--- src/rtl/disp_cmd_writer.sv ---
// disp_cmd_writer: producer end of the display command FIFO.
// Buffers host command bytes in a small queue and writes them one at a time to
// an external asynchronous FIFO with a timed setup / strobe / hold / settle cycle.
module disp_cmd_writer #(
    parameter int QDEPTH_LOG2   = 2,
    parameter int SETUP_CYCLES  = 1,
    parameter int PULSE_CYCLES  = 2,
    parameter int HOLD_CYCLES   = 1,
    parameter int SETTLE_CYCLES = 3
) (
    input  logic       clk,
    input  logic       nrst,
    input  logic [7:0] cmd_data,
    input  logic       cmd_valid,
    output logic       cmd_ready,
    input  logic       nff_in,
    output logic [7:0] disp_cmd_out,
    output logic       disp_cmd_wr,
    output logic       busy
);

    localparam int QDEPTH = 1 << QDEPTH_LOG2;

    // Phase counter holds "cycles remaining minus one", so it only needs to
    // reach the longest phase length minus one.
    localparam int MAX_A = (SETUP_CYCLES > PULSE_CYCLES) ? SETUP_CYCLES : PULSE_CYCLES;
    localparam int MAX_B = (HOLD_CYCLES > SETTLE_CYCLES) ? HOLD_CYCLES : SETTLE_CYCLES;
    localparam int MAX_C = (MAX_A > MAX_B) ? MAX_A : MAX_B;
    localparam int CNT_W = (MAX_C > 1) ? $clog2(MAX_C) : 1;

    localparam logic [CNT_W-1:0] SETUP_LD  = CNT_W'(SETUP_CYCLES - 1);
    localparam logic [CNT_W-1:0] PULSE_LD  = CNT_W'(PULSE_CYCLES - 1);
    localparam logic [CNT_W-1:0] HOLD_LD   = CNT_W'(HOLD_CYCLES - 1);
    localparam logic [CNT_W-1:0] SETTLE_LD = CNT_W'(SETTLE_CYCLES - 1);
    localparam logic [CNT_W-1:0] CNT_ZERO  = '0;
    localparam logic [CNT_W-1:0] CNT_ONE   = CNT_W'(1);

    localparam logic [2:0] S_IDLE   = 3'd0;
    localparam logic [2:0] S_SETUP  = 3'd1;
    localparam logic [2:0] S_STROBE = 3'd2;
    localparam logic [2:0] S_HOLD   = 3'd3;
    localparam logic [2:0] S_SETTLE = 3'd4;

    localparam logic [QDEPTH_LOG2-1:0] PTR_ONE   = QDEPTH_LOG2'(1);
    localparam logic [QDEPTH_LOG2:0]   COUNT_ONE = (QDEPTH_LOG2 + 1)'(1);

    logic [7:0]             mem [QDEPTH];
    logic [QDEPTH_LOG2-1:0] wptr_q, wptr_d;
    logic [QDEPTH_LOG2-1:0] rptr_q, rptr_d;
    logic [QDEPTH_LOG2:0]   count_q, count_d;
    logic [2:0]             state_q, state_d;
    logic [CNT_W-1:0]       cnt_q, cnt_d;
    logic [7:0]             out_q, out_d;
    logic                   wr_q, wr_d;
    logic                   sync1_q, nff_s_q;
    logic                   push, pop;

    // Queue is full exactly when the count reaches QDEPTH, i.e. its MSB is set.
    assign cmd_ready    = ~count_q[QDEPTH_LOG2];
    assign push         = cmd_valid & cmd_ready;
    assign busy         = (count_q != '0) || (state_q != S_IDLE);
    assign disp_cmd_out = out_q;
    assign disp_cmd_wr  = wr_q;

    // Two-flop synchroniser for the asynchronous full flag.
    always_ff @(posedge clk or negedge nrst) begin
        if (!nrst) begin
            sync1_q <= 1'b0;
            nff_s_q <= 1'b0;
        end else begin
            // NOTE: non-blocking assignments let both flops sample pre-edge values, forming a true two-stage shift.
            sync1_q <= nff_in;
            nff_s_q <= sync1_q;
        end
    end

    // Queue storage write port.
    // NOTE: the storage array has no reset; reset empties the queue via the pointers and count, so stale contents are never read.
    always_ff @(posedge clk) begin
        if (push) begin
            mem[wptr_q] <= cmd_data;
        end
    end

    // Write-cycle sequencer and queue pointer bookkeeping.
    always_comb begin
        // NOTE: every output of this block gets a default first, so no path can infer a latch.
        state_d = state_q;
        cnt_d   = cnt_q;
        out_d   = out_q;
        pop     = 1'b0;
        case (state_q)
            S_IDLE: begin
                if ((count_q != '0) && nff_s_q) begin
                    pop     = 1'b1;
                    out_d   = mem[rptr_q];
                    state_d = S_SETUP;
                    cnt_d   = SETUP_LD;
                end
            end
            S_SETUP: begin
                if (cnt_q == CNT_ZERO) begin
                    state_d = S_STROBE;
                    cnt_d   = PULSE_LD;
                end else begin
                    cnt_d = cnt_q - CNT_ONE;
                end
            end
            S_STROBE: begin
                if (cnt_q == CNT_ZERO) begin
                    state_d = S_HOLD;
                    cnt_d   = HOLD_LD;
                end else begin
                    cnt_d = cnt_q - CNT_ONE;
                end
            end
            S_HOLD: begin
                if (cnt_q == CNT_ZERO) begin
                    state_d = S_SETTLE;
                    cnt_d   = SETTLE_LD;
                end else begin
                    cnt_d = cnt_q - CNT_ONE;
                end
            end
            S_SETTLE: begin
                if (cnt_q == CNT_ZERO) begin
                    state_d = S_IDLE;
                    cnt_d   = CNT_ZERO;
                end else begin
                    cnt_d = cnt_q - CNT_ONE;
                end
            end
            default: begin
                state_d = S_IDLE;
                cnt_d   = CNT_ZERO;
            end
        endcase

        // Strobe is decoded from the next state and then registered, so the
        // pin is driven straight from a flop and cannot glitch.
        wr_d = (state_d != S_STROBE);

        wptr_d  = push ? (wptr_q + PTR_ONE) : wptr_q;
        rptr_d  = pop  ? (rptr_q + PTR_ONE) : rptr_q;
        count_d = count_q;
        if (push && !pop) begin
            count_d = count_q + COUNT_ONE;
        end else if (pop && !push) begin
            count_d = count_q - COUNT_ONE;
        end
    end

    // State registers; reset raises the strobe at once and discards the queue.
    always_ff @(posedge clk or negedge nrst) begin
        if (!nrst) begin
            state_q <= S_IDLE;
            cnt_q   <= CNT_ZERO;
            out_q   <= 8'h00;
            wr_q    <= 1'b1;
            wptr_q  <= '0;
            rptr_q  <= '0;
            count_q <= '0;
        end else begin
            state_q <= state_d;
            cnt_q   <= cnt_d;
            out_q   <= out_d;
            wr_q    <= wr_d;
            wptr_q  <= wptr_d;
            rptr_q  <= rptr_d;
            count_q <= count_d;
        end
    end

endmodule

--- config.mk ---
export PLATFORM = sky130hd
export DESIGN_NAME = disp_cmd_writer
export DESIGN_NICKNAME = d
export VERILOG_FILES = /design/src/rtl/disp_cmd_writer.sv
export SDC_FILE = /design/constraint.sdc
export NUM_CORES = 1
export LEC_CHECK = 0
export ABC_CLOCK_PERIOD_IN_PS = 2350
export CAP_MARGIN = 30
export CORE_MARGIN = 2
export CORE_UTILIZATION = 56
export DETAILED_ROUTE_END_ITERATION = 10
export GPL_ROUTABILITY_DRIVEN = 0
export GPL_TIMING_DRIVEN = 0
export PLACE_DENSITY = 0.81
export SLEW_MARGIN = 20
export SYNTH_ARGS = -nofsm -noshare
export SYNTH_HDL_FRONTEND = slang
export SYNTH_SLANG_ARGS = --single-unit
export TNS_END_PERCENT = 5
--- constraint.sdc ---
create_clock -name clk -period 2.35 [get_ports clk]
set_input_delay 0.3525 -clock clk [delete_from_list [all_inputs] [get_ports clk]]
set_output_delay 0.3525 -clock clk [all_outputs]
set_load 0.02 [all_outputs]
==> impl_results.md, run 1 <==
- Synth top area share: 0.4181
- Overall routed net length: about 3.6 mm
- Ordered cell list for the critical path: nor3_2 > nor2b_1 > nand2_4 > ha_1 > inv_1 > fa_1 > xor2_1 > nor2_1 > xnor2_1
- Vias per cell: between 5 and 6
- Vias in the first global route: about 1200
- R2r startpoint: count_q[2]$_DFFE_PN0P_
- Power Dens Cells: between 1000 and 1500 nW/um^2
- HP Class: in2async
- Share of layout cells above drive strength 1: 0.2000
- Iteration-0 DRC Markers: 84
- LEAKAGE: a little over 1 nW
- Die Ht: slightly below 70 um
- Yosys warns: 0
- Fin crit period: approximately 2.2 ns
- Synth Area in Adders: 0.05226
- Compound-cell area share of the yosys netlist: 0.02722
- Layout net count: 190
- # port buffers: 22
- CP Max Fanout: 10
- Rows: 23
- H-tree depth: 2
- Mean Syn Cell Area: 16.54 sq um
- Mapped cell area: between 2000 and 2500 sq um
- Crit-path max cell delay: between 0.4 and 0.5 ns
- Root Driver: clkbuf_8
- TritonCTS clock tree: yes
- Count leader, synth: edfxtp_1
- Area of the multi-input gates: about 700 sq um
- Area leader, netlist: edfxtp_1
- Arr. time, crit path: roughly 2.4 ns
- Ports: 23
- Number of flops mapped to enable cells by yosys: 32
- Sequential Power Share: 0.427
- Crit Path Category: reg2reg
- Total GRT Usage: 0.1842
- Sequential area share after synthesis: 0.6690
- Maximum vdd drop: 700.8 uV
- CP required: ~2.6 ns
- Top cells by area, synth: edfxtp_1 (42%), dfrtp_1 (24%), mux4_2 (7.8%)
- Final period util: 0.9207
- Net Switching: roughly 1.1 mW
- Unrepaired setup endpoints after global routing: false
- Fraction of registers with async set/reset: 0.4182
- Post-Syn Nets: 160
- Initial Util: 0.5788
- CTS clk-pin slew, worst paths: approximately 0.10 ns
- Largest net degree at the start of global routing: 20
- Hold buffer count at cts: 0
- Synth unique cells: 32
- Top post-synthesis cells by count: edfxtp_1 (32), dfrtp_1 (22), mux2_2 (9)
- Worst Setup SP: count_q[2]$_DFFE_PN0P_
- Fin. max-slew vios: 0
- Post-synthesis simple-gate area fraction: 0.06315
- Slew HR: 0.6188
- Storage cell area: 1538 sq um
- GR Overflow Total: 0
- Largest family of logic cells by synthesized area: multiplexers
- DP HPWL: 2.639 mm
- Crit path depth: 9
- Max Clk Rate: between 400 and 500 MHz
- Die X: ~68 um
- Initial antenna violation count: 0
- Drt drc: 0
- RR Endpoint: count_q[2]$_DFFE_PN0P_
- Core Area: between 3000 and 4000 sq um
- Max capacitance violation total: 0
- Status: finished, final reports clean
- XOR/XNOR Fraction of Synth Area: 0.02667
- Post-DP Area: 2596 sq um
- Placed cells: roughly 210
- Clock power frac: 0.160
- Post-CTS setup buffer count: 0
- CTS Sinks: 55
- Clk Latency, worst-skew pair: about 0.31 ns
- Element type at the critical path end: register
- Sw Ratio: 0.3375
- FF-to-FF setup slack: 0.19 ns
- Full die area: between 4000 and 5000 sq um
- Crit-path leading delay family: simple AND/OR/NAND/NOR gates
- First-pass GRT wire length: 5.892 mm
- Post-Layout Cell Count: 220
- CP Buf/Inv Count: 1
- Combinational group share of total power: 0.413
- Antenna-violating nets left: 0
- #FFs+latches synth: 55
- Num CTS Buffers: 5
- Reg2Reg Depth: 9
- Setup violators final: 0
- Fin area: 2698 sq um
- Filler cell count: 265
- Power Internal: 2.202 mW
- Final Hold Fails: 0
- Routed len/inst: roughly 16 um
- Worst slew pin tran: about 0.57 ns
- Worst setup path end: count_q[2]$_DFFE_PN0P_
- Via count: 1212
- Synth Instances: between 100 and 150
- Synth-to-Final Area Change: 17.37%
- CP max stage cell: dfrtp_1
- Mux cell area share after synthesis: 0.1312
- Resize count post-CTS: 0
- Setup crit start kind: register
- Diodes inserted: 0
- Ys flop type: edfxtp_1
- Worst Skew: 0.009799 ns
- CTS Buffer Depth: 2
- Drt first pass iters: 4
routing by layer:
| metal | track usage | vias up | wire length, um |
|---|---|---|---|
| met5 | 0 | - | 0 |
| met4 | 0.08750 | 0 | 74 |
| met3 | 0.05428 | 9 | 152 |
| met2 | 0.3107 | 34 | 1928 |
| met1 | 0.2164 | 606 | 1461 |
| li1 | - | 563 | - |
how the worst min path moves through the flow:
| stage | startpoint | slack (ns) | to | cells after the start |
|---|---|---|---|---|
| finish | nrst | 0.34 | disp_cmd_out[4]$_DFFE_PN0P_ | 1 |
| global route | nrst | 0.37 | disp_cmd_out[1]$_DFFE_PN0P_ | 1 |
| floorplan | nrst | 0.06 | cnt_q[0]$_DFFE_PN0P_ | 0 |
| global placement | sync1_q$_DFF_PN0_ | 0.33 | nff_s_q$_DFF_PN0_ | 0 |
| detailed placement | sync1_q$_DFF_PN0_ | 0.34 | nff_s_q$_DFF_PN0_ | 0 |
| CTS | nrst | 0.36 | disp_cmd_out[0]$_DFFE_PN0P_ | 1 |
registers in the layout (all words and copies together) (netlist names):
signal        cells
disp_cmd_wr       1
state_q           3
cnt_q             2
mem              32
sync1_q           1
disp_cmd_out      8
rptr_q            2
count_q           3
nff_s_q           1
wptr_q            2
power by group through the flow:
| stage | combinational (mW) | sequential (mW) | clock, mW |
|---|---|---|---|
| finish | 1.37 | 1.42 | 0.533 |
| global route | 1.50 | 1.45 | 0.586 |
| CTS | 1.39 | 1.42 | 0.545 |
| detailed placement | 1.38 | 1.44 | 0 |
| global placement | 1.31 | 1.41 | 0 |
| floorplan | 0.888 | 1.50 | 0 |
worst reg2reg max path, cell delays in order (launching register included):
cell and delay (ns):
dfrtp_1 0.43, nor3_2 0.26, nor2b_1 0.14, nand2_4 0.19
ha_1 0.22, inv_1 0.06, fa_1 0.38, xor2_1 0.17
nor2_1 0.12, xnor2_1 0.13
kinds of logic after synthesis:
| kind of cell | count (synthesis) |
|---|---|
| and+or+nand+nor | 26 |
| AOI/OAI and AO/OA | 9 |
| DFF | 55 |
| adders and majority gates | 9 |
| muxes | 19 |
| buffers and inverters | 14 |
| xor gates and xnor gates | 7 |
cell type report:
type | count | area share
plain buffers | 6 | 0.01484
clock buffers | 5 | 0.02551
clock inverters | 3 | 0.01020
inverters | 8 | 0.01113
multi-input cells | 70 | 0.2579
flip-flops and latches | 55 | 0.5700
well taps | 50 | 0.02319
repair buffers | 23 | 0.08720
cell usage in the layout, fill, tap and decap left out, types with 2 or more instances in the layout:
master           synthesis  final
mux2_2                   9      9
buf_2                    2      2
clkbuf_8                 0      5
nand3_1                  2      2
ha_1                     8      8
buf_6                    2      2
edfxtp_1                32     32
and2_1                   4      4
a21oi_1                  2      2
o21ai_0                  2      2
inv_1                    8      8
nor2b_1                  3      3
clkdlybuf4s50_1          0     22
nor2_1                   5      5
mux4_2                   8      8
xnor2_1                  6      6
dfrtp_1                 22     22
nand2_1                  6      6
mux2i_1                  2      2
per-stage QoR:
| step | util | power [mW] | setup slack (ns) | setup TNS, ns | hold slack (ns) |
|---|---|---|---|---|---|
| floorplan | - | 2.392 | 0.3907 | 0 | 0.05691 |
| global placement | 0.6500 | 2.725 | 0.06633 | 0 | 0.3342 |
| detailed placement | 0.6537 | 2.823 | -0.06262 | -0.06262 | 0.3355 |
| CTS | 0.6780 | 3.351 | 0.06909 | 0 | 0.3565 |
| global route | 0.6793 | 3.535 | 0.04676 | 0 | 0.3663 |
| finish | 0.6793 | 3.324 | 0.1863 | 0 | 0.3430 |
Note: power is estimated with default switching activity, not from simulation.
==> run 2: changes to the inputs <==
--- a/config.mk
+++ b/config.mk
@@ -5,14 +5,14 @@
 export SDC_FILE = /design/constraint.sdc
 export NUM_CORES = 1
 export LEC_CHECK = 0
-export ABC_CLOCK_PERIOD_IN_PS = 2350
+export ABC_CLOCK_PERIOD_IN_PS = 2800
 export CAP_MARGIN = 30
 export CORE_MARGIN = 2
-export CORE_UTILIZATION = 56
+export CORE_UTILIZATION = 60
 export DETAILED_ROUTE_END_ITERATION = 10
 export GPL_ROUTABILITY_DRIVEN = 0
 export GPL_TIMING_DRIVEN = 0
-export PLACE_DENSITY = 0.81
+export PLACE_DENSITY = 0.85
 export SLEW_MARGIN = 20
 export SYNTH_ARGS = -nofsm -noshare
 export SYNTH_HDL_FRONTEND = slang
==> constraint.sdc (replaced) <==
create_clock -name clk -period 2.8 [get_ports clk]
set_input_delay 0.42 -clock clk [delete_from_list [all_inputs] [get_ports clk]]
set_output_delay 0.42 -clock clk [all_outputs]
set_load 0.02 [all_outputs]
==> run 2 against run 1 <==
  * Core utilization up 5.4 points
  * Sequential cell count stayed put
  * Critical path depth stayed put
  * Maximum frequency decreased by 1.7%
  * Register-to-register slack better by 0.41 ns
  * Combinational power is 16% lower
==> impl_results.md, run 2 (synthesized netlist as in run 1, its figures left out) <==
- Drt first pass iters: 4 (unchanged)
- CP required: 3.03 ns (+0.44 ns)
- Via count: 1176 (-3.0%)
- FF-to-FF setup slack: 0.60 ns (+0.41 ns)
- Final hold slack: 0.3651 ns (+0.02210 ns)
- Maximum vdd drop: 567.4 uV (-19%)
- GR Overflow Total: 0 (unchanged)
- Hold depth: 0
- DP HPWL: 2.605 mm (-1.3%)
- Max Clk Rate: 454.4 MHz (-1.7%)
- Reg2Reg Depth: 9 (unchanged)
- CTS clk-pin slew, worst paths: 0.09 ns (about the same)
- Final Hold Fails: 0 (unchanged)
- Net Switching: 936.4 uW (-17%)
- Synth-to-Final Area Change: 16.82%
- Ordered cell list for the critical path: nor3_1 > nor2b_1 > nand2_4 > ha_1 > inv_1 > fa_1 > xor2_1 > nor2_1 > xnor2_1
- Largest net degree at the start of global routing: 19 (-5.0%)
- CTS Buffer Depth: 2 (unchanged)
- Sw Ratio: 0.3372 (-0.0003686)
- CP Max Fanout: 10 (unchanged)
- Num CTS Buffers: 5 (unchanged)
- Storage cell area: 1538 sq um (unchanged)
- Crit-path max cell delay: 0.42 ns (about the same)
- Clock power frac: 0.157 (-0.003)
- CP max stage cell: dfrtp_1
- RR Endpoint: count_q[2]$_DFFE_PN0P_
- Overall routed net length: 3.577 mm (-1.1%)
- CTS Sinks: 55 (unchanged)
- Element type at the critical path end: register
- GRT met1 Usage: 0.2382 (+0.02175)
- Crit Path Category: reg2reg
- H-tree depth: 2 (unchanged)
- R2r startpoint: count_q[1]$_DFFE_PN0P_
- # port buffers: 22 (unchanged)
- Worst slew pin tran: 0.5747 ns (+0.002883 ns)
- Design Power: 2.777 mW (-16%)
- Dpl ws: 0.3473 ns (+0.4099 ns)
- Hold Path End: nff_s_q$_DFF_PN0_
- Antenna-violating nets left: 0 (unchanged)
- Leading cell type in the layout, fill and taps excluded: edfxtp_1
- GRT met2 Usage: 0.3510 (+0.04033)
- Core Area: 3661 sq um (-7.8%)
- Share of layout cells above drive strength 1: 0.1941 (-0.005882)
- Most frequent cells in the layout: edfxtp_1 (32), dfrtp_1 (22), clkdlybuf4s50_1 (22)
- Hold Startpoint: sync1_q$_DFF_PN0_
- LEAKAGE: 1.018 nW (+0.12%)
- Diodes inserted: 0 (unchanged)
- Largest register FFs: 32 (unchanged)
- GR Layer Usage met3: 0.04600 (-0.008280)
- Slew HR: 0.6168 (-0.001923)
- Setup violators final: 0 (unchanged)
- Gr busiest metal: met2
- Setup TNS: 0 ns (unchanged)
- Vias in the first global route: 1283 (+2.8%)
- Post-DP Area: 2594 sq um (about the same)
- Die Ht: 65.90 um (-3.2%)
- Power Internal: 1.841 mW (-16%)
- Drt drc: 0 (unchanged)
- Resize count post-CTS: 0 (unchanged)
- Fin. max-slew vios: 0 (unchanged)
- PnR worst setup slack: 0.5991 ns (+0.4128 ns)
- Rows: 22 (-4.3%)
- Fin crit period: 2.201 ns (+0.03725 ns)
- Worst Skew: 0.006783 ns (-0.003017 ns)
- Ports: 23 (unchanged)
- Sequential Power Share: 0.428 (about the same)
- Initial Util: 0.6278 (+0.04905)
- Clk Latency, worst-skew pair: 0.30 ns (about the same)
- Unrepaired setup endpoints after global routing: false
- Full die area: 4342 sq um (-6.3%)
- Combinational group share of total power: 0.415 (+0.002)
- Vias per cell: 5.394 (-2.1%)
- Power Dens Cells: 1034 nW/um^2 (-16%)
- TritonCTS clock tree: yes
- Root Driver: clkbuf_8
- Max capacitance violation total: 0 (unchanged)
- Fin area: 2685 sq um (-0.46%)
- Area of the multi-input gates: 690.7 sq um (-0.72%)
- Total GRT Usage: 0.1964 (+0.01216)
- Hold buffer count at cts: 0 (unchanged)
- Iteration-0 DRC Markers: 60 (-29%)
- HP Class: reg2reg
- Top reg by flops: mem
- Setup crit start kind: register
- Final period util: 0.7860 (-0.1347)
- Initial antenna violation count: 0 (unchanged)
- Status: finished, final reports clean
- First-pass GRT wire length: 6.106 mm (+3.6%)
- Post-CTS setup buffer count: 0 (unchanged)
- Routed len/inst: 16.41 um (-0.20%)
- Layout net count: 190 (unchanged)
- Die X: 65.90 um (-3.2%)
- Arr. time, crit path: 2.43 ns (+0.02 ns)
- Filler cell count: 221 (-17%)
## run 2: worst max-delay path by stage
stage | start | depth (start not counted) | slack (ns) | end
finish | count_q[1]$_DFFE_PN0P_ | 9 | 0.60 | count_q[2]$_DFFE_PN0P_
global route | count_q[1]$_DFFE_PN0P_ | 9 | 0.42 | count_q[2]$_DFFE_PN0P_
CTS | count_q[1]$_DFFE_PN0P_ | 9 | 0.59 | count_q[2]$_DFFE_PN0P_
detailed placement | cmd_valid | 9 | 0.35 | count_q[2]$_DFFE_PN0P_
global placement | cmd_valid | 9 | 0.42 | count_q[2]$_DFFE_PN0P_
floorplan | count_q[1]$_DFFE_PN0P_ | 9 | 0.84 | count_q[2]$_DFFE_PN0P_
## run 2: final cells by class
class | count | area share
flip-flops and latches | 55 | 0.5727
multi-input cells | 70 | 0.2572
repair buffers | 23 | 0.08760
clock buffers | 5 | 0.02563
well taps | 48 | 0.02237
plain buffers | 6 | 0.01491
inverters | 8 | 0.01118
clock inverters | 3 | 0.008388
## run 2: through the flow
step | instances | utilization
global route | 218 | 0.7334
global placement | 209 | 0.7044
CTS | 218 | 0.7334
finish | 218 | 0.7334
floorplan | 139 | -
detailed placement | 210 | 0.7085
## run 2: layer usage
metal,wire (um),part of all wire,vias up
met2,1964,0.55,20
met3,112,0.031,4
met1,1473,0.41,590
li1,-,-,562
met5,0,0,-
met4,27,0.0075,0
## run 2: worst max-delay path, delay by kind of cell (launching register included)
family / cells / cell delay, ns
adders and majority gates: 2 / 0.59
xor gates and xnor gates: 2 / 0.30
and+or+nand+nor: 4 / 0.75
buffers and inverters: 1 / 0.06
DFF: 1 / 0.42
## run 2: power by group through the flow
| stage | sequential (mW) | clock (mW) | combinational [mW] |
|---|---|---|---|
| final | 1.19 | 0.437 | 1.15 |
| after global routing | 1.21 | 0.477 | 1.27 |
| after CTS | 1.19 | 0.448 | 1.17 |
| after detailed placement | 1.21 | 0 | 1.17 |
| after global placement | 1.19 | 0 | 1.10 |
| after floorplan | 1.26 | 0 | 0.745 |
